File: src/rtl/fetcher_pkg.sv
`default_nettype none
// ============================================================================
// Module : fetcher_pkg
// Brief  : Shared types and constants for the instruction fetch stage.
//          Exception cause codes are also used by the trap/CSR logic.
// Rev    : 1.0  initial release
// ============================================================================
package fetcher_pkg;

    typedef enum logic [1:0] {
        IDLE  = 2'd0,
        WAIT  = 2'd1,
        DRAIN = 2'd2,
        DONE  = 2'd3
    } fetch_state_t;

    localparam logic [3:0] FETCH_MISALIGNED   = 4'd0;
    localparam logic [3:0] FETCH_ACCESS_FAULT = 4'd1;

    // Word-aligned bus address for a byte pc.
    function automatic logic [31:0] word_addr(input logic [31:0] a);
        return {a[31:2], 2'b00};
    endfunction

endpackage
`default_nettype wire

File: src/rtl/fetcher_if.sv
`default_nettype none
// ============================================================================
// Module : fetcher_if
// Brief  : Fetch-stage bundle: start/flush control, result towards the
//          decoder and the instruction memory request/ack bus.
//          slave  = fetch stage side, master = core/memory environment side.
// Rev    : 1.0  initial release
// ============================================================================
interface fetcher_if;
    logic        enabled;
    logic        flush;
    logic [31:0] pc;
    logic        completed;
    logic        busy;
    logic [31:0] instr_raw;
    logic [31:0] pc_out;
    logic        exc_valid;
    logic [3:0]  exc_cause;
    logic [31:0] exc_tval;
    logic        mem_req;
    logic [31:0] mem_addr;
    logic        mem_ack;
    logic [31:0] mem_rdata;
    logic        mem_err;

    modport slave (
        input  enabled, flush, pc, mem_ack, mem_rdata, mem_err,
        output completed, busy, instr_raw, pc_out, exc_valid, exc_cause,
               exc_tval, mem_req, mem_addr
    );

    modport master (
        output enabled, flush, pc, mem_ack, mem_rdata, mem_err,
        input  completed, busy, instr_raw, pc_out, exc_valid, exc_cause,
               exc_tval, mem_req, mem_addr
    );
endinterface
`default_nettype wire

File: src/rtl/fetcher.sv
`default_nettype none
// ============================================================================
// Module : fetcher
// Brief  : Multi-cycle instruction fetch. Reads one word per accepted start
//          pulse, reports misalignment, bus error and bus timeout as fetch
//          exceptions, and supports flushing an in-flight request.
// Rev    : 1.0  initial release
// ============================================================================
module fetcher
    import fetcher_pkg::*;
#(
    parameter int TIMEOUT = 1024
) (
    input  wire logic clk,
    input  wire logic rstn,
    fetcher_if.slave  bus
);

    localparam int CNT_W = (TIMEOUT == 0) ? 1 : $clog2(TIMEOUT + 1);
    localparam logic [CNT_W-1:0] TO_LAST = (TIMEOUT == 0) ? '0 : CNT_W'(TIMEOUT - 1);
    localparam logic [CNT_W-1:0] CNT_MAX = '1;

    fetch_state_t     state_q, state_d;
    logic [CNT_W-1:0] cnt_q, cnt_d;
    logic [31:0]      pc_lat_q, pc_lat_d;
    logic             completed_q, completed_d;
    logic             busy_q, busy_d;
    logic [31:0]      instr_q, instr_d;
    logic [31:0]      pc_out_q, pc_out_d;
    logic             exc_valid_q, exc_valid_d;
    logic [3:0]       exc_cause_q, exc_cause_d;
    logic [31:0]      exc_tval_q, exc_tval_d;
    logic             mem_req_q, mem_req_d;
    logic [31:0]      mem_addr_q, mem_addr_d;

    logic             timeout_hit;
    logic [CNT_W-1:0] cnt_inc;

    assign timeout_hit = (TIMEOUT != 0) && (cnt_q == TO_LAST);
    assign cnt_inc     = (cnt_q == CNT_MAX) ? cnt_q : cnt_q + CNT_W'(1);

    // Next-state and registered-output computation for the fetch FSM.
    always_comb begin
        state_d     = state_q;
        cnt_d       = cnt_q;
        pc_lat_d    = pc_lat_q;
        completed_d = 1'b0;
        instr_d     = instr_q;
        pc_out_d    = pc_out_q;
        exc_valid_d = exc_valid_q;
        exc_cause_d = exc_cause_q;
        exc_tval_d  = exc_tval_q;
        mem_req_d   = mem_req_q;
        mem_addr_d  = mem_addr_q;

        case (state_q)
            IDLE: begin
                if (bus.enabled && !bus.flush) begin
                    if (bus.pc[1:0] != 2'b00) begin
                        state_d     = DONE;
                        completed_d = 1'b1;
                        instr_d     = '0;
                        pc_out_d    = bus.pc;
                        exc_valid_d = 1'b1;
                        exc_cause_d = FETCH_MISALIGNED;
                        exc_tval_d  = bus.pc;
                    end else begin
                        state_d    = WAIT;
                        mem_req_d  = 1'b1;
                        mem_addr_d = word_addr(bus.pc);
                        pc_lat_d   = bus.pc;
                        cnt_d      = '0;
                    end
                end
            end
            WAIT: begin
                cnt_d = cnt_inc;
                if (bus.flush) begin
                    // An ack in the flush cycle is consumed; an expiring
                    // timeout also ends the access, otherwise wait it out.
                    if (bus.mem_ack || timeout_hit) begin
                        state_d   = IDLE;
                        mem_req_d = 1'b0;
                    end else begin
                        state_d = DRAIN;
                    end
                end else if (bus.mem_ack) begin
                    state_d     = DONE;
                    mem_req_d   = 1'b0;
                    completed_d = 1'b1;
                    pc_out_d    = pc_lat_q;
                    instr_d     = bus.mem_err ? 32'h0 : bus.mem_rdata;
                    exc_valid_d = bus.mem_err;
                    exc_cause_d = bus.mem_err ? FETCH_ACCESS_FAULT : 4'd0;
                    exc_tval_d  = bus.mem_err ? pc_lat_q : 32'h0;
                end else if (timeout_hit) begin
                    state_d     = DONE;
                    mem_req_d   = 1'b0;
                    completed_d = 1'b1;
                    pc_out_d    = pc_lat_q;
                    instr_d     = '0;
                    exc_valid_d = 1'b1;
                    exc_cause_d = FETCH_ACCESS_FAULT;
                    exc_tval_d  = pc_lat_q;
                end
            end
            DRAIN: begin
                cnt_d = cnt_inc;
                if (bus.mem_ack || timeout_hit) begin
                    state_d   = IDLE;
                    mem_req_d = 1'b0;
                end
            end
            DONE: begin
                state_d = IDLE;
            end
            default: begin
                state_d   = IDLE;
                mem_req_d = 1'b0;
            end
        endcase

        busy_d = (state_d != IDLE);
    end

    // State and output registers with synchronous active-low reset.
    always_ff @(posedge clk) begin
        if (!rstn) begin
            state_q     <= IDLE;
            cnt_q       <= '0;
            pc_lat_q    <= '0;
            completed_q <= 1'b0;
            busy_q      <= 1'b0;
            instr_q     <= '0;
            pc_out_q    <= '0;
            exc_valid_q <= 1'b0;
            exc_cause_q <= '0;
            exc_tval_q  <= '0;
            mem_req_q   <= 1'b0;
            mem_addr_q  <= '0;
        end else begin
            state_q     <= state_d;
            cnt_q       <= cnt_d;
            pc_lat_q    <= pc_lat_d;
            completed_q <= completed_d;
            busy_q      <= busy_d;
            instr_q     <= instr_d;
            pc_out_q    <= pc_out_d;
            exc_valid_q <= exc_valid_d;
            exc_cause_q <= exc_cause_d;
            exc_tval_q  <= exc_tval_d;
            mem_req_q   <= mem_req_d;
            mem_addr_q  <= mem_addr_d;
        end
    end

    // completed is only ever high in DONE; a flush in that cycle cancels the
    // hand-off to the decoder, so it masks the registered pulse.
    assign bus.completed = completed_q & ~bus.flush;
    assign bus.busy      = busy_q;
    assign bus.instr_raw = instr_q;
    assign bus.pc_out    = pc_out_q;
    assign bus.exc_valid = exc_valid_q;
    assign bus.exc_cause = exc_cause_q;
    assign bus.exc_tval  = exc_tval_q;
    assign bus.mem_req   = mem_req_q;
    assign bus.mem_addr  = mem_addr_q;

endmodule
`default_nettype wire

File: src/flat_wrapper.sv
// flat-port wrapper written by rule: the top's interface ports become plain ports
module fetcher_flat import fetcher_pkg::*;
#(
    parameter int TIMEOUT = 1024
)
  (clk, rstn, bus_enabled, bus_flush, bus_pc, bus_mem_ack, bus_mem_rdata, bus_mem_err, bus_completed, bus_busy, bus_instr_raw, bus_pc_out, bus_exc_valid, bus_exc_cause, bus_exc_tval, bus_mem_req, bus_mem_addr);
  fetcher_if bus_i ();
  input  wire logic clk;
  input  wire logic rstn;
  input wire logic [$bits(bus_i.enabled)-1:0] bus_enabled;
  input wire logic [$bits(bus_i.flush)-1:0] bus_flush;
  input wire logic [$bits(bus_i.pc)-1:0] bus_pc;
  input wire logic [$bits(bus_i.mem_ack)-1:0] bus_mem_ack;
  input wire logic [$bits(bus_i.mem_rdata)-1:0] bus_mem_rdata;
  input wire logic [$bits(bus_i.mem_err)-1:0] bus_mem_err;
  output wire logic [$bits(bus_i.completed)-1:0] bus_completed;
  output wire logic [$bits(bus_i.busy)-1:0] bus_busy;
  output wire logic [$bits(bus_i.instr_raw)-1:0] bus_instr_raw;
  output wire logic [$bits(bus_i.pc_out)-1:0] bus_pc_out;
  output wire logic [$bits(bus_i.exc_valid)-1:0] bus_exc_valid;
  output wire logic [$bits(bus_i.exc_cause)-1:0] bus_exc_cause;
  output wire logic [$bits(bus_i.exc_tval)-1:0] bus_exc_tval;
  output wire logic [$bits(bus_i.mem_req)-1:0] bus_mem_req;
  output wire logic [$bits(bus_i.mem_addr)-1:0] bus_mem_addr;
  assign bus_i.enabled = bus_enabled;
  assign bus_i.flush = bus_flush;
  assign bus_i.pc = bus_pc;
  assign bus_i.mem_ack = bus_mem_ack;
  assign bus_i.mem_rdata = bus_mem_rdata;
  assign bus_i.mem_err = bus_mem_err;
  assign bus_completed = bus_i.completed;
  assign bus_busy = bus_i.busy;
  assign bus_instr_raw = bus_i.instr_raw;
  assign bus_pc_out = bus_i.pc_out;
  assign bus_exc_valid = bus_i.exc_valid;
  assign bus_exc_cause = bus_i.exc_cause;
  assign bus_exc_tval = bus_i.exc_tval;
  assign bus_mem_req = bus_i.mem_req;
  assign bus_mem_addr = bus_i.mem_addr;
  fetcher #(.TIMEOUT(TIMEOUT)) u_core (.clk(clk), .rstn(rstn), .bus(bus_i));
endmodule
File: config.mk
export PLATFORM = sky130hd
export DESIGN_NAME = fetcher_flat
export DESIGN_NICKNAME = d
export VERILOG_FILES = /design/src/rtl/fetcher_pkg.sv /design/src/rtl/fetcher_if.sv /design/src/rtl/fetcher.sv /design/src/flat_wrapper.sv
export SDC_FILE = /design/constraint.sdc
export NUM_CORES = 1
export LEC_CHECK = 0
export ABC_AREA = 1
export BUFFER_PORTS_ARGS = -buffer_cell sky130_fd_sc_hd__buf_2
export CAP_MARGIN = 15
export CORE_ASPECT_RATIO = 0.5
export CORE_MARGIN = 3
export CORE_UTILIZATION = 53
export DETAILED_ROUTE_END_ITERATION = 10
export PLACE_DENSITY = 0.81
export SLEW_MARGIN = 0
export SYNTH_ARGS = -nofsm -noshare
export SYNTH_HDL_FRONTEND = slang
export SYNTH_SLANG_ARGS = --single-unit
export TNS_END_PERCENT = 5
File: constraint.sdc
create_clock -name clk -period 2.15 [get_ports clk]
set_input_delay 0.215 -clock clk [delete_from_list [all_inputs] [get_ports clk]]
set_output_delay 0.215 -clock clk [all_outputs]
set_load 0.05 [all_outputs]
==> metrics.yaml <==
cts_hold_buffers: 0
cts_made_buffers: 17
cts.sinks: 146
vias: 7231
fmax_ghz: 0.506
drive_gt1_share_pct: 25.9
setup.worst_path.start: "u_core.state_q[1]"
reg2reg_to: "u_core.bus.instr_raw[17]"
core_area_um2: 13700
yosys_warnings: 0
io_pins: 206
cap_violations: 0
overflow: 0
die_h_um: 90.1
grt_use_total_pct: 23.4
worstSetupStartpointType: "register"
die_x_um: 174
fin_crit_sh_pct: 91.9
nNetsFinal: 1307
wirelength_um: 18800
synth.area.top_cells: "dfxtp_1 (39%), nand2_1 (13%), nor2_1 (8.8%)"
critPathMaxFanout: 42
via_per_inst: 5.03
hold_class: "input port to register"
synth.most_common_cell: "nand2_1"
syn_inst: 1093
insertion_delay_ns: 0.42
critPathSlowestCell: "dfxtp_1"
cp_cell_sequence: "inv_1, ha_1, nand2_1, o211ai_2, nor2_4, buf_12, buf_12, nand3_1, nand2_1, nor2_1"
cts_root_buffer: "clkbuf_16"
crit_arrival_ns: 2.29
grt_antenna_before_repair: 1
required_ns: 2.46
avgSynthCellArea_um2: 6.86
setup_tns_ns: 0
crit_type: "register to register"
dieArea_um2: 15700
skew_ns: 0.0146
drc_errors: 0
place_hpwl_um: 13000
cellPowerDensity_nw_per_um2: 1330
synthFlopType: "dfxtp_1"
setup_viol: 0
cts-htree-levels: 4
ys_async_sr_fraction_pct: 0
period_minus_slack_ns: 1.98
tritoncts: "built"
crit_path_end: "u_core.bus.instr_raw[17]"
grt_start_max_net_pins: 60
syn-cell-area_um2: 7490
drt_iter0_markers: 567
worstMarginPinSlew_ns: 0.587
place_ws_ns: 0.179
finalWorstSetupSlack_ns: 0.175
hold_viol: 0
postSynthRegisterBits: 146
ys_types: 36
reg2reg_depth: 10
critPathMaxStageDelay_ns: 0.41
portBuffers: 200
relSlewSlack_pct: 60.8
n_antenna_cell: 0
synth_edf_count: 0
vdd_drop_max_mv: 0.654
status: "finished, final reports clean"
grt_pass1_vias: 6483
ant_nets: 0
grt_pass1_wl_um: 30800
rsz0062_at_grt: "no"
crit_path_end_kind: "register"
fill_cells: 1187
wl_per_cell_um: 13.1
ys_top_cells_by_count: "nand2_1 (265), nor2_1 (175), dfxtp_1 (146), inv_1 (104), o21ai_0 (68)"
initial_utilization_pct: 54.7
synth_area_leader_cell: "dfxtp_1"
clk_path_buf_depth: 2
finalMaxSlewViolations: 0
syn_to_final_growth_pct: 18.7
post_cts_buffers: 0
synth_top_area_share_pct: 39.0
r2r_start: "u_core.state_q[1]"
p_leak_uw: 0.00447
rows: 30
clkSlewWorstSetupHoldPaths_ns: 0.07
r2r_slack_ns: 0.17
drt_pass1_iterations: 6
synth-seq-area-share_pct: 39.0
place.gp.congestion: 0.900
==> layer usage <==
metal	up-vias	global-route usage, %	share of wire (%)
li1	3674	-	-
met3	33	5.23	6.4
met5	-	0	0.048
met4	2	8.49	1.9
met2	259	39.9	48
met1	3263	29.3	43
==> state kept, by name, summed over array words and instances, names as in the netlist, 2 cells and up <==
name                  cells
u_core.bus.instr_raw     32
u_core.cnt_q             11
u_core.bus.exc_tval      32
u_core.bus.pc_out        32
u_core.pc_lat_q          31
u_core.state_q            2
==> area by class of cell <==
| type | count | area [um^2] | area share (%) |
|---|---|---|---|
| timing repair buffer | 220 | 1270 | 14.2 |
| sequential | 146 | 2920 | 32.9 |
| multi-input combinational | 738 | 3480 | 39.1 |
| tap | 192 | 240 | 2.70 |
| clock buffer | 18 | 439 | 4.94 |
| clock inverter | 14 | 143 | 1.60 |
| inverter | 109 | 409 | 4.60 |
==> how the worst min path moves through the flow <==
stage                        from             endpoint  slack (ns)  cells past startpoint
4_1_cts                bus_pc[26]  u_core.pc_lat_q[26]        0.05                      3
3_5_place_dp   u_core.pc_lat_q[0]   u_core.pc_lat_q[0]        0.43                      2
2_1_floorplan          bus_pc[19]  u_core.pc_lat_q[19]        0.36                      2
6_report                bus_pc[3]   u_core.pc_lat_q[3]        0.06                      3
5_1_grt                bus_pc[27]  u_core.pc_lat_q[27]        0.06                      3
3_3_place_gp   u_core.pc_lat_q[0]   u_core.pc_lat_q[0]        0.42                      2
==> what timing repair did <==
| item | in CTS | in global routing |
|---|---|---|
| endpoints found under the setup margin | 0 | 14 |
| endpoints found under the hold margin | 0 | 0 |
| resized for setup | 0 | 2 |
==> metrics by stage <==
stage	util [%]	power, uW	std cells	hold WS, ns	cell area [um^2]
floorplan	-	7910	1097	0.364	7510
global placement	60.6	8840	1405	0.424	8310
detailed placement	60.6	8950	1405	0.428	8310
CTS	64.9	11900	1437	0.0452	8890
global route	64.9	12500	1437	0.0599	8900
finish	64.9	11900	1437	0.0564	8900
==> critical path: cells and delay by family, from the launching register on <==
| family | cells | cell delay (ns) |
|---|---|---|
| compound gates | 1 | 0.11 |
| buf+inv | 3 | 0.52 |
| fa+ha+maj | 1 | 0.26 |
| flops | 1 | 0.41 |
| simple gates | 5 | 0.54 |
==> cell families after synthesis <==
group / after synthesis / synth area share [%]
AO/OA/AOI/OAI: 199 / 16.3
XOR/XNOR: 2 / 0.234
adder cells (fa/ha/maj): 5 / 0.835
buffers and inverters: 213 / 15.0
flip-flops: 146 / 39.0
other: 1 / 0.0500
AND/OR/NAND/NOR: 527 / 28.6
==> layout by cell type, fill, tap and decap left out, types with 2 or more instances in the layout <==
master / netlist / routed
a21boi_0: 7 / 7
a21boi_1: 5 / 5
a21oi_1: 53 / 53
a21oi_2: 50 / 50
a31oi_1: 3 / 3
buf_12: 6 / 9
buf_2: 14 / 199
buf_4: 42 / 12
clkbuf_16: 0 / 17
clkinv_4: 0 / 2
clkinvlp_4: 0 / 2
conb_1: 1 / 5
dfxtp_1: 146 / 145
ha_1: 5 / 4
inv_1: 104 / 104
inv_2: 4 / 4
inv_6: 0 / 6
inv_8: 0 / 2
nand2_1: 265 / 265
nand2_2: 2 / 2
nand3_1: 67 / 66
nand3_2: 1 / 2
nand4_1: 4 / 4
nor2_1: 175 / 173
nor2_2: 3 / 5
nor2_4: 2 / 2
nor3_1: 4 / 4
o21ai_0: 68 / 68
o21ai_1: 12 / 12
xor2_1: 2 / 2
==> where the power goes <==
part | total (uW) | internal (uW) | switching [uW]
Sequential | 3610 | 3270 | 345
Clock | 2950 | 1660 | 1290
Combinational | 5300 | 1460 | 3830
Total | 11900 | 6400 | 5460
Note: power is estimated with default switching activity, not from simulation.
